==> src/rtl/clkdiv_pkg.sv <==
// Shared constants for the programmable clock-enable generator: register map,
// register bit positions, FSM state encoding and the minimum legal divisor.
package clkdiv_pkg;

   localparam logic [1:0] ADDR_CTRL    = 2'd0;
   localparam logic [1:0] ADDR_DIV     = 2'd1;
   localparam logic [1:0] ADDR_STATUS  = 2'd2;
   localparam logic [1:0] ADDR_TICKCNT = 2'd3;

   localparam int CTRL_EN_BIT      = 0;
   localparam int CTRL_ONESHOT_BIT = 1;
   localparam int CTRL_IRQEN_BIT   = 2;

   localparam int STATUS_RUN_BIT  = 0;
   localparam int STATUS_DONE_BIT = 1;

   localparam logic [1:0] ST_IDLE = 2'd0;
   localparam logic [1:0] ST_RUN  = 2'd1;
   localparam logic [1:0] ST_DONE = 2'd2;

   typedef enum logic [1:0] {
      IDLE = ST_IDLE,
      RUN  = ST_RUN,
      DONE = ST_DONE
   } state_e;

   localparam int DIV_MIN = 2;

endpackage

==> src/rtl/clkdiv_core.sv <==
// Period counter with registered tick and square-wave enables. Outputs are
// computed from the next-cycle counter so they line up with the live count.
module clkdiv_core #(
   parameter int DIV_W = 16
) (
   input  logic             clk_i,
   input  logic             rst_ni,
   input  logic             run_i,
   input  logic             start_i,
   input  logic [DIV_W-1:0] div_i,
   output logic             tick_o,
   output logic             sq_o
);

   logic [DIV_W-1:0] cnt_q, cnt_d;
   logic             tick_q, tick_d;
   logic             sq_q, sq_d;

   // run_i/div_i describe the coming cycle; a registered tick marks the wrap point.
   always_comb begin
      cnt_d = cnt_q + DIV_W'(1);
      if (!run_i || start_i || tick_q) begin
         cnt_d = '0;
      end
      tick_d = run_i && (cnt_d == (div_i - DIV_W'(1)));
      sq_d   = run_i && (cnt_d < (div_i >> 1));
   end

   always_ff @(posedge clk_i or negedge rst_ni) begin
      if (!rst_ni) begin
         cnt_q  <= '0;
         tick_q <= 1'b0;
         sq_q   <= 1'b0;
      end else begin
         cnt_q  <= cnt_d;
         tick_q <= tick_d;
         sq_q   <= sq_d;
      end
   end

   assign tick_o = tick_q;
   assign sq_o   = sq_q;

endmodule

==> src/rtl/clkdiv_ctrl.sv <==
// Register block, divisor shadow/reload and run/one-shot FSM around clkdiv_core.
// Define CLKDIV_CTRL_IRQ_EN to build the registered interrupt output and CTRL.irq_en.
module clkdiv_ctrl
   import clkdiv_pkg::*;
#(
   parameter int DIV_W     = 16,
   parameter int DIV_RESET = 4,
   parameter int CNT_W     = 32
) (
   input  logic        clk_i,
   input  logic        rst_ni,
   input  logic        cfg_we_i,
   input  logic        cfg_re_i,
   input  logic [1:0]  cfg_addr_i,
   input  logic [31:0] cfg_wdata_i,
   output logic [31:0] cfg_rdata_o,
   output logic        tick_o,
   output logic        sq_out_o,
   output logic        running_o,
   output logic        irq_o
);

   state_e           state_q, state_d;
   logic             enable_q, enable_d;
   logic             oneshot_q, oneshot_d;
   logic             done_q, done_d;
   logic [DIV_W-1:0] shadow_q, shadow_d;
   logic [DIV_W-1:0] div_act_q, div_act_d;
   logic [CNT_W-1:0] tickcnt_q, tickcnt_d;
   logic [31:0]      rdata_q, rdata_d;
   logic             running_q;

   logic             ctrl_wr, div_wr, status_wr;
   logic             en_new;
   logic [DIV_W-1:0] wr_div;
   logic             tick_w;
   logic             run_next;
   logic             start_w;
   logic             irq_en_rd;
   logic [31:0]      rd_val;
   logic             unused_wdata;

   assign ctrl_wr   = cfg_we_i && (cfg_addr_i == ADDR_CTRL);
   assign div_wr    = cfg_we_i && (cfg_addr_i == ADDR_DIV);
   assign status_wr = cfg_we_i && (cfg_addr_i == ADDR_STATUS);
   assign wr_div    = cfg_wdata_i[DIV_W-1:0];
   assign unused_wdata = ^cfg_wdata_i;

   always_comb begin
      en_new    = ctrl_wr ? cfg_wdata_i[CTRL_EN_BIT] : enable_q;
      oneshot_d = ctrl_wr ? cfg_wdata_i[CTRL_ONESHOT_BIT] : oneshot_q;

      shadow_d = shadow_q;
      if (div_wr) begin
         shadow_d = (wr_div < DIV_W'(DIV_MIN)) ? DIV_W'(DIV_MIN) : wr_div;
      end

      state_d  = state_q;
      enable_d = en_new;
      done_d   = done_q;
      if (status_wr && cfg_wdata_i[STATUS_DONE_BIT]) begin
         done_d = 1'b0;
      end

      case (state_q)
         IDLE: begin
            if (en_new) state_d = RUN;
         end
         RUN: begin
            // The one-shot completion outranks a simultaneous disable so done is never lost.
            if (tick_w && oneshot_d) begin
               state_d  = DONE;
               done_d   = 1'b1;
               enable_d = 1'b0;
            end else if (!en_new) begin
               state_d = IDLE;
            end
         end
         DONE: begin
            state_d = en_new ? RUN : IDLE;
         end
         default: state_d = IDLE;
      endcase

      // Active divisor only changes outside RUN or on a period boundary.
      div_act_d = (state_q != RUN || tick_w) ? shadow_q : div_act_q;

      tickcnt_d = tickcnt_q;
      if (en_new && !enable_q) begin
         tickcnt_d = '0;
      end else if (tick_w) begin
         tickcnt_d = tickcnt_q + CNT_W'(1);
      end
   end

   assign run_next = (state_d == RUN);
   assign start_w  = (state_q != RUN);

   clkdiv_core #(
      .DIV_W (DIV_W)
   ) u_core (
      .clk_i   (clk_i),
      .rst_ni  (rst_ni),
      .run_i   (run_next),
      .start_i (start_w),
      .div_i   (div_act_d),
      .tick_o  (tick_w),
      .sq_o    (sq_out_o)
   );

`ifdef CLKDIV_CTRL_IRQ_EN
   logic irq_en_q, irq_en_d;
   logic irq_q, irq_d;

   assign irq_en_d = ctrl_wr ? cfg_wdata_i[CTRL_IRQEN_BIT] : irq_en_q;
   assign irq_d    = done_d & irq_en_d;

   always_ff @(posedge clk_i or negedge rst_ni) begin
      if (!rst_ni) begin
         irq_en_q <= 1'b0;
         irq_q    <= 1'b0;
      end else begin
         irq_en_q <= irq_en_d;
         irq_q    <= irq_d;
      end
   end

   assign irq_en_rd = irq_en_q;
   assign irq_o     = irq_q;
`else
   assign irq_en_rd = 1'b0;
   assign irq_o     = 1'b0;
`endif

   // Reads sample pre-write state, so a same-cycle write is not visible yet.
   always_comb begin
      rd_val = '0;
      case (cfg_addr_i)
         ADDR_CTRL: begin
            rd_val[CTRL_EN_BIT]      = enable_q;
            rd_val[CTRL_ONESHOT_BIT] = oneshot_q;
            rd_val[CTRL_IRQEN_BIT]   = irq_en_rd;
         end
         ADDR_DIV: begin
            rd_val[DIV_W-1:0] = shadow_q;
         end
         ADDR_STATUS: begin
            rd_val[STATUS_RUN_BIT]  = (state_q == RUN);
            rd_val[STATUS_DONE_BIT] = done_q;
         end
         ADDR_TICKCNT: begin
            rd_val = 32'(tickcnt_q);
         end
         default: rd_val = '0;
      endcase
      rdata_d = cfg_re_i ? rd_val : rdata_q;
   end

   always_ff @(posedge clk_i or negedge rst_ni) begin
      if (!rst_ni) begin
         state_q   <= IDLE;
         enable_q  <= 1'b0;
         oneshot_q <= 1'b0;
         done_q    <= 1'b0;
         shadow_q  <= DIV_W'(DIV_RESET);
         div_act_q <= DIV_W'(DIV_RESET);
         tickcnt_q <= '0;
         rdata_q   <= '0;
         running_q <= 1'b0;
      end else begin
         state_q   <= state_d;
         enable_q  <= enable_d;
         oneshot_q <= oneshot_d;
         done_q    <= done_d;
         shadow_q  <= shadow_d;
         div_act_q <= div_act_d;
         tickcnt_q <= tickcnt_d;
         rdata_q   <= rdata_d;
         running_q <= run_next;
      end
   end

   assign cfg_rdata_o = rdata_q;
   assign tick_o      = tick_w;
   assign running_o   = running_q;

endmodule

==> config.mk <==
export PLATFORM = sky130hd
export DESIGN_NAME = clkdiv_ctrl
export DESIGN_NICKNAME = d
export VERILOG_FILES = /design/src/rtl/clkdiv_pkg.sv /design/src/rtl/clkdiv_core.sv /design/src/rtl/clkdiv_ctrl.sv
export SDC_FILE = /design/constraint.sdc
export NUM_CORES = 1
export LEC_CHECK = 0
export CAP_MARGIN = 20
export CORE_AREA = 2 2 115 117
export DETAILED_ROUTE_END_ITERATION = 10
export DIE_AREA = 0 0 117 119
export PLACE_DENSITY = 0.74
export SYNTH_ARGS = -nofsm -noshare
export SYNTH_HDL_FRONTEND = slang
export SYNTH_HIERARCHICAL = 1
export SYNTH_SLANG_ARGS = --single-unit
export TNS_END_PERCENT = 50
==> constraint.sdc <==
create_clock -name clk_i -period 4.8 [get_ports clk_i]
set_input_delay 1.44 -clock clk_i [delete_from_list [all_inputs] [get_ports clk_i]]
set_output_delay 1.44 -clock clk_i [all_outputs]
set_load 0.02 [all_outputs]
==> Word-level counts from Yosys, hierarchy flattened <==
Cells that the tools add are included.
{ "totals": {"ff_bits": 120, "in_bits": 38, "output_inout_bits": 36, "elab_cells": 62} }
{ "op_classes": {"n_addsub": 3, "n_lt_le_gt_ge": 2, "n_eq_ne": 8, "muxes": 21, "reduce_logical": 16} }
{ "op_table": {"columns": ["cell", "count"], "rows": [
  ["16-bit 2-to-1 mux", 4],
  ["32-bit 2-to-1 mux", 2],
  ["32-bit by 1-bit adder with 32-bit output, second input constant", 1],
  ["13-bit one-hot mux with 2 select lines", 1],
  ["16-bit by 1-bit adder with 16-bit output, second input constant", 1],
  ["16-bit equality test", 1],
  ["16-bit by 15-bit less-than comparator with 1-bit output", 1],
  ["16-bit by 2-bit less-than comparator with 1-bit output, second input constant", 1],
  ["16-bit by 1-bit subtractor with 16-bit output, second input constant", 1],
  ["1-bit logical AND", 8],
  ["1-bit 2-to-1 mux", 8],
  ["2-bit one-hot mux with 4 select lines", 1],
  ["2-bit by 1-bit equality test with 1-bit output, second input constant", 3],
  ["2-bit equality test, second input constant", 3],
  ["2-bit 2-to-1 mux", 3],
  ["2-bit one-hot mux with 3 select lines", 1],
  ["2-bit logical NOT", 2],
  ["1-bit logical OR", 3],
  ["1-bit logical NOT", 2],
  ["2-bit by 1-bit != test with 1-bit output, second input constant", 1],
  ["1-bit one-hot mux with 2 select lines", 1],
  ["2-bit nonzero test", 1]
]} }

==> Logic depth before layout (Yosys ltp) <==
{ "logic_depth": {"ltp_word": 13, "mapped_depth": 16, "depth_no_buf": 14} }

==> Cells and area by module <==
Netlist, hierarchy kept.
{ "by_module_without_submodules": {"columns": ["mod", "instances", "cells_per_inst", "area_each_um2", "seq_area_each_um2"], "rows": [
  ["clkdiv_ctrl", 1, 390, 4456.8, 2555.0],
  ["clkdiv_core", 1, 196, 1705.4, 450.4]
]} }

==> Least setup slack after synthesis <==
No wires, ideal clock.
{ "synth_timing": {"path_type": "input port to flip-flop", "from": "input cfg_addr_i[1]", "to": "register u_core.sq_q (netlist: u_core/sq_o)", "setup_ps": 94, "arrival_ps": 4923, "required_time_ps": 4706, "slack_ps": -217, "path_stages": 15, "n_path_buf": 2, "cell_sequence": "buf_2 nor3b_1 mux2_2 nand2_1 nand2b_1 a21oi_1 or3b_1 buf_2 a211oi_1 or2_2 ha_1 a21oi_1 o21ai_0 or4b_2 a211oi_1"} }
{ "synth_between": {"elab_chain_len": 13, "elab_cells_between_ends": 17, "classes_between": "order compare: 1; eq/ne: 1; mux: 8; reduce/logical: 7"} }
{ "synth_rtl": {"columns": ["element", "line_no", "text"], "rows": [
  ["start: declaration", "clkdiv_ctrl.sv:14", "input logic [1:0] cfg_addr_i,"],
  ["2-bit logical NOT", "clkdiv_ctrl.sv:43", "assign ctrl_wr = cfg_we_i && (cfg_addr_i == ADDR_CTRL);"],
  ["1-bit logical AND", "clkdiv_ctrl.sv:43", null],
  ["1-bit 2-to-1 mux", "clkdiv_ctrl.sv:51", "oneshot_d = ctrl_wr ? cfg_wdata_i[CTRL_ONESHOT_BIT] : oneshot_q;"],
  ["net oneshot_d", "clkdiv_ctrl.sv:25", "logic oneshot_q, oneshot_d;"],
  ["1-bit logical AND", "clkdiv_ctrl.sv:71", "if (tick_w && oneshot_d) begin"],
  ["2-bit 2-to-1 mux", "clkdiv_ctrl.sv:71", null],
  ["2-bit one-hot mux with 3 select lines", "clkdiv_ctrl.sv:65", "case (state_q)"],
  ["2-bit by 1-bit equality test with 1-bit output", "clkdiv_ctrl.sv:96", "assign run_next = (state_d == RUN);"],
  ["net run_next", "clkdiv_ctrl.sv:37", "logic run_next;"],
  ["1-bit logical NOT", "clkdiv_core.sv:22", "if (!run_i || start_i || tick_q) begin"],
  ["1-bit logical OR (2 in a row)", "clkdiv_core.sv:22", null],
  ["16-bit 2-to-1 mux", "clkdiv_core.sv:22", null],
  ["net u_core.cnt_d[13]", "clkdiv_core.sv:15", "logic [DIV_W-1:0] cnt_q, cnt_d;"],
  ["16-bit by 15-bit less-than comparator with 1-bit output", "clkdiv_core.sv:26", "sq_d = run_i && (cnt_d < (div_i >> 1));"],
  ["1-bit logical AND", "clkdiv_core.sv:26", null],
  ["net u_core.sq_d", "clkdiv_core.sv:17", "logic sq_q, sq_d;"],
  ["end signal: assignment", "clkdiv_core.sv:37", "sq_q <= sq_d;"],
  ["end: declaration", "clkdiv_core.sv:17", null]
]} }
The timed path passes the listed nets, and every way through them passes these cells.
A chain may end at the register's enable or synchronous reset.

==> Final worst setup path <==
{ "layout_timing": {"from": "input cfg_addr_i[0]", "to": "register u_core.sq_q (netlist: u_core/sq_o)"} }
The elaborated chain is that of the path after synthesis.

==> results.md <==
* Status: completed
* Post-route standard cell area excluding fillers at 0.00771 mm2
* Syn_area_per_cell at 10.5 um2
* Vias in the first global route at 4802
* Pin count of the biggest net entering global routing at 63
* Wire length of the first global-routing pass at 23700 um
* CTS clock-pin slew for the worst setup and hold paths at 0.06 ns
* Number of synthesized flops with an enable pin at 0
* Via density at 5.36
* Worst-case reg-to-reg path depth at 10
* Grt total ovfl at 0
* Type of the setup path with the least slack: in -> reg
* Clock power share at 0.373
* Maximum clock insertion buffer count at 2
* Std cell rows at 42
* Number of synthesis warnings at 6
* Kind of path behind the tightest hold check: reg -> reg
* CTS Root Buffer Type: sky130_fd_sc_hd__clkbuf_16
* Capturing point of the worst reg2reg path: u_core/tick_o$_DFF_PN0_
* Arrival time reported for the critical path endpoint at 4.98 ns
* Placed wire-length estimate after detailed placement at 10300 um
* Combinational share of power at 0.231
* Startpoint of the worst-slack reg-to-reg timing path: u_core/tick_o$_DFF_PN0_
* Global routing's busiest layer: met2
* Achievable frequency at 215 MHz
* Hold_buf cts at 0
* Met3 layer usage reported by global route at 0.0453
* GP Congestion at 0.873
* Launch point of the worst path: cfg_addr_i[0]
* Setup repair after global routing missed its margin: true
* Vias post-DR at 4611
* Worst Hold Depth at 1
* Sequential cell fraction of total power at 0.395
* Count of endpoints failing setup in the final report at 0
* Hold wc startpoint: state_q[0]$_DFF_PN0_
* Final count of hold timing violations at 0
* Number of antenna violations at the first check in global routing at 0
* Share of flip-flops with an asynchronous set or reset at 1.00
* Total standard cell area after synthesis at 0.00616 mm2
* Commonest non-fill, non-tap cell in the layout: sky130_fd_sc_hd__dfrtp_1
* Distinct cell type count of the synthesized netlist at 60
* Number of buffer cells added on primary ports at 56
* Count of mapped cells out of synthesis at 586
* Die Height at 119 um
* Count of state elements after synthesis at 120
* Sink Count at 120
* Total chip power at 3360 uW
* Final Max Tran Viols at 0
* Detailed Route Iter0 Violations at 206
* DRT antenna net count at 0
* Core area at 0.0129 mm2
* Clock skew after layout at 0.00590 ns
* Fraction of layout cells with a size suffix above 1 at 0.181
* Share of the clock period used by the worst path after layout at 0.971
* Design internal power at 2360 uW
* Initial cell density of the core at 0.479
* H-Tree Depth at 4
* Post-Route Hold Slack at 0.500 ns
* Worst setup SP type: primary input
* Placed instance count at 827
* IO Pins at 74
* Total wire length at 14000 um
* Clock network latency to the later pin of the worst-skew pair at 0.41 ns
* Critical-path maximum fanout at 4
* GRT met2 Usage at 0.367
* Worst IR Drop VDD at 288 uV
* Relative max-transition margin at 0.476
* Endpoint of the worst hold-timing path: state_q[0]$_DFF_PN0_
* Detailed-route wire length per cell at 16.3 um
* Total DRC errors in the routed layout at 0
* Max-capacitance violation count at 0
* DIE WIDTH at 117 um
* Number of standard cells in the final layout excluding fillers at 860
* DRT Pass-1 Iters at 4
* Inserted Clock Buffers at 17
* Worst setup slack for register-to-register paths at 1.10 ns
* CP endpoint kind: register
* Slew at the pin closest to its max-slew limit at 0.786 ns
* Die footprint at 0.0139 mm2
* Most used flip-flop cell after synthesis: sky130_fd_sc_hd__dfrtp_1
* Critical path data required time at 5.12 ns
* Post-place instance area at 0.00709 mm2
* Power dissipated by switching net loads at 1000 uW
* Setup slack after layout at 0.140 ns
* NumNets Final at 725
* Synth Net Count at 640
* Power density over cell area at 436 mW/mm2
* Number of inserted diodes at 0
* Global-route usage over all layers at 0.219
* Fraction of power spent switching nets at 0.298
* Leakage at 0.00336 uW
* Commonest cells after routing, fill and taps aside: sky130_fd_sc_hd__dfrtp_1 (118), sky130_fd_sc_hd__inv_1 (56), sky130_fd_sc_hd__clkdlybuf4s50_1 (55)
* Period minus WS final at 4.66 ns
* Pre-CTS setup slack at -0.344 ns
* CTS tree: yes
* Portion of the post-synthesis area used by sequential elements at 0.488
* Area added between synthesis and finish at 25.1%
* Met1 track demand over resource in global routing at 0.274
==> cells in the mapped netlist, types with 6 or more instances <==
library cell,number,share of area
sky130_fd_sc_hd__nor2_1,47,0.029
sky130_fd_sc_hd__nor4_1,12,0.012
sky130_fd_sc_hd__dfrtp_1,118,0.48
sky130_fd_sc_hd__and4_1,6,0.0085
sky130_fd_sc_hd__nand2_1,34,0.021
sky130_fd_sc_hd__buf_2,11,0.0089
sky130_fd_sc_hd__nand3_1,17,0.014
sky130_fd_sc_hd__mux2_2,34,0.062
sky130_fd_sc_hd__o21ai_0,24,0.019
sky130_fd_sc_hd__o22ai_1,14,0.014
sky130_fd_sc_hd__inv_1,56,0.034
sky130_fd_sc_hd__a21oi_1,11,0.0089
sky130_fd_sc_hd__clkbuf_1,9,0.0055
sky130_fd_sc_hd__nand4_1,17,0.017
sky130_fd_sc_hd__ha_1,16,0.032
sky130_fd_sc_hd__xnor2_1,34,0.048
sky130_fd_sc_hd__xor2_1,28,0.040
sky130_fd_sc_hd__mux2i_1,18,0.029
==> state kept, by name, indices dropped and copies added (netlist names), 2 cells and up <==
name and count:
tickcnt_q 32, u_core/cnt_q 16, cfg_rdata_o 32, div_act_q 16, shadow_q 16, state_q 2
==> what timing repair did <==
item	in CTS	in global routing
setup buffers	0	1
endpoints found under the setup margin	0	2
gates resized for setup	0	6
==> cell families (layout without fill, tap and decap cells) <==
logic type	after synthesis	after routing	synth area share
flip-flops	120	120	0.488
other	1	1	0.000609
XOR/XNOR	62	62	0.0881
multiplexers	54	54	0.0987
buffers and inverters	78	176	0.0504
adder cells (fa/ha/maj)	17	17	0.0341
AO/OA/AOI/OAI	68	68	0.0660
AND/OR/NAND/NOR	186	186	0.174
==> per-stage QoR <==
stage	TNS (ns)	util
after floorplan	0	-
after global placement	-0.558	0.550
after detailed placement	-0.578	0.550
after CTS	0	0.597
after global routing	-0.0285	0.599
final	0	0.599
==> power by group through the flow <==
stage / Clock [uW] / Combinational, uW / Sequential [uW]
after floorplan: 0 / 484 / 1340
after global placement: 0 / 736 / 1330
after detailed placement: 0 / 765 / 1340
after CTS: 1270 / 773 / 1330
after global routing: 1320 / 866 / 1350
final: 1260 / 779 / 1330
==> layout make-up <==
| class | count | area [um2] |
|---|---|---|
| Multi-Input combinational cell | 388 | 2880 |
| Clock buffer | 21 | 470 |
| Tap cell | 176 | 220 |
| Timing Repair Buffer | 88 | 798 |
| Clock inverter | 11 | 123 |
| Inverter | 56 | 210 |
| Fill cell | 1084 | 5170 |
| Sequential cell | 120 | 3010 |
==> layer usage <==
metal / wire length [um] / up-vias
li1: - / 2212
met1: 6130 / 2295
met2: 7180 / 76
met3: 299 / 28
met4: 368 / 0
met5: 0 / -
==> how the worst max path moves through the flow <==
stage | endpoint | slack, ns | cells after the start
2_1_floorplan | u_core/sq_o$_DFF_PN0_ | 0.03 | 15
3_3_place_gp | u_core/sq_o$_DFF_PN0_ | -0.33 | 14
3_5_place_dp | u_core/sq_o$_DFF_PN0_ | -0.34 | 14
4_1_cts | u_core/sq_o$_DFF_PN0_ | 0.04 | 14
5_1_grt | u_core/sq_o$_DFF_PN0_ | -0.03 | 14
6_report | u_core/sq_o$_DFF_PN0_ | 0.14 | 14
==> critical path, cell delays in order <==
cell,delay (ns)
sky130_fd_sc_hd__clkdlybuf4s50_1,0.47
sky130_fd_sc_hd__nor3b_4,0.23
sky130_fd_sc_hd__mux2_2,0.37
sky130_fd_sc_hd__nand2_1,0.09
sky130_fd_sc_hd__nand2b_1,0.10
sky130_fd_sc_hd__a21oi_2,0.21
sky130_fd_sc_hd__or3b_4,0.42
sky130_fd_sc_hd__a211oi_2,0.18
sky130_fd_sc_hd__or2_2,0.17
sky130_fd_sc_hd__ha_1,0.26
sky130_fd_sc_hd__a21oi_1,0.14
sky130_fd_sc_hd__o21ai_0,0.08
sky130_fd_sc_hd__or4b_2,0.64
sky130_fd_sc_hd__a211oi_2,0.18
Note: power is estimated with default switching activity, not from simulation.
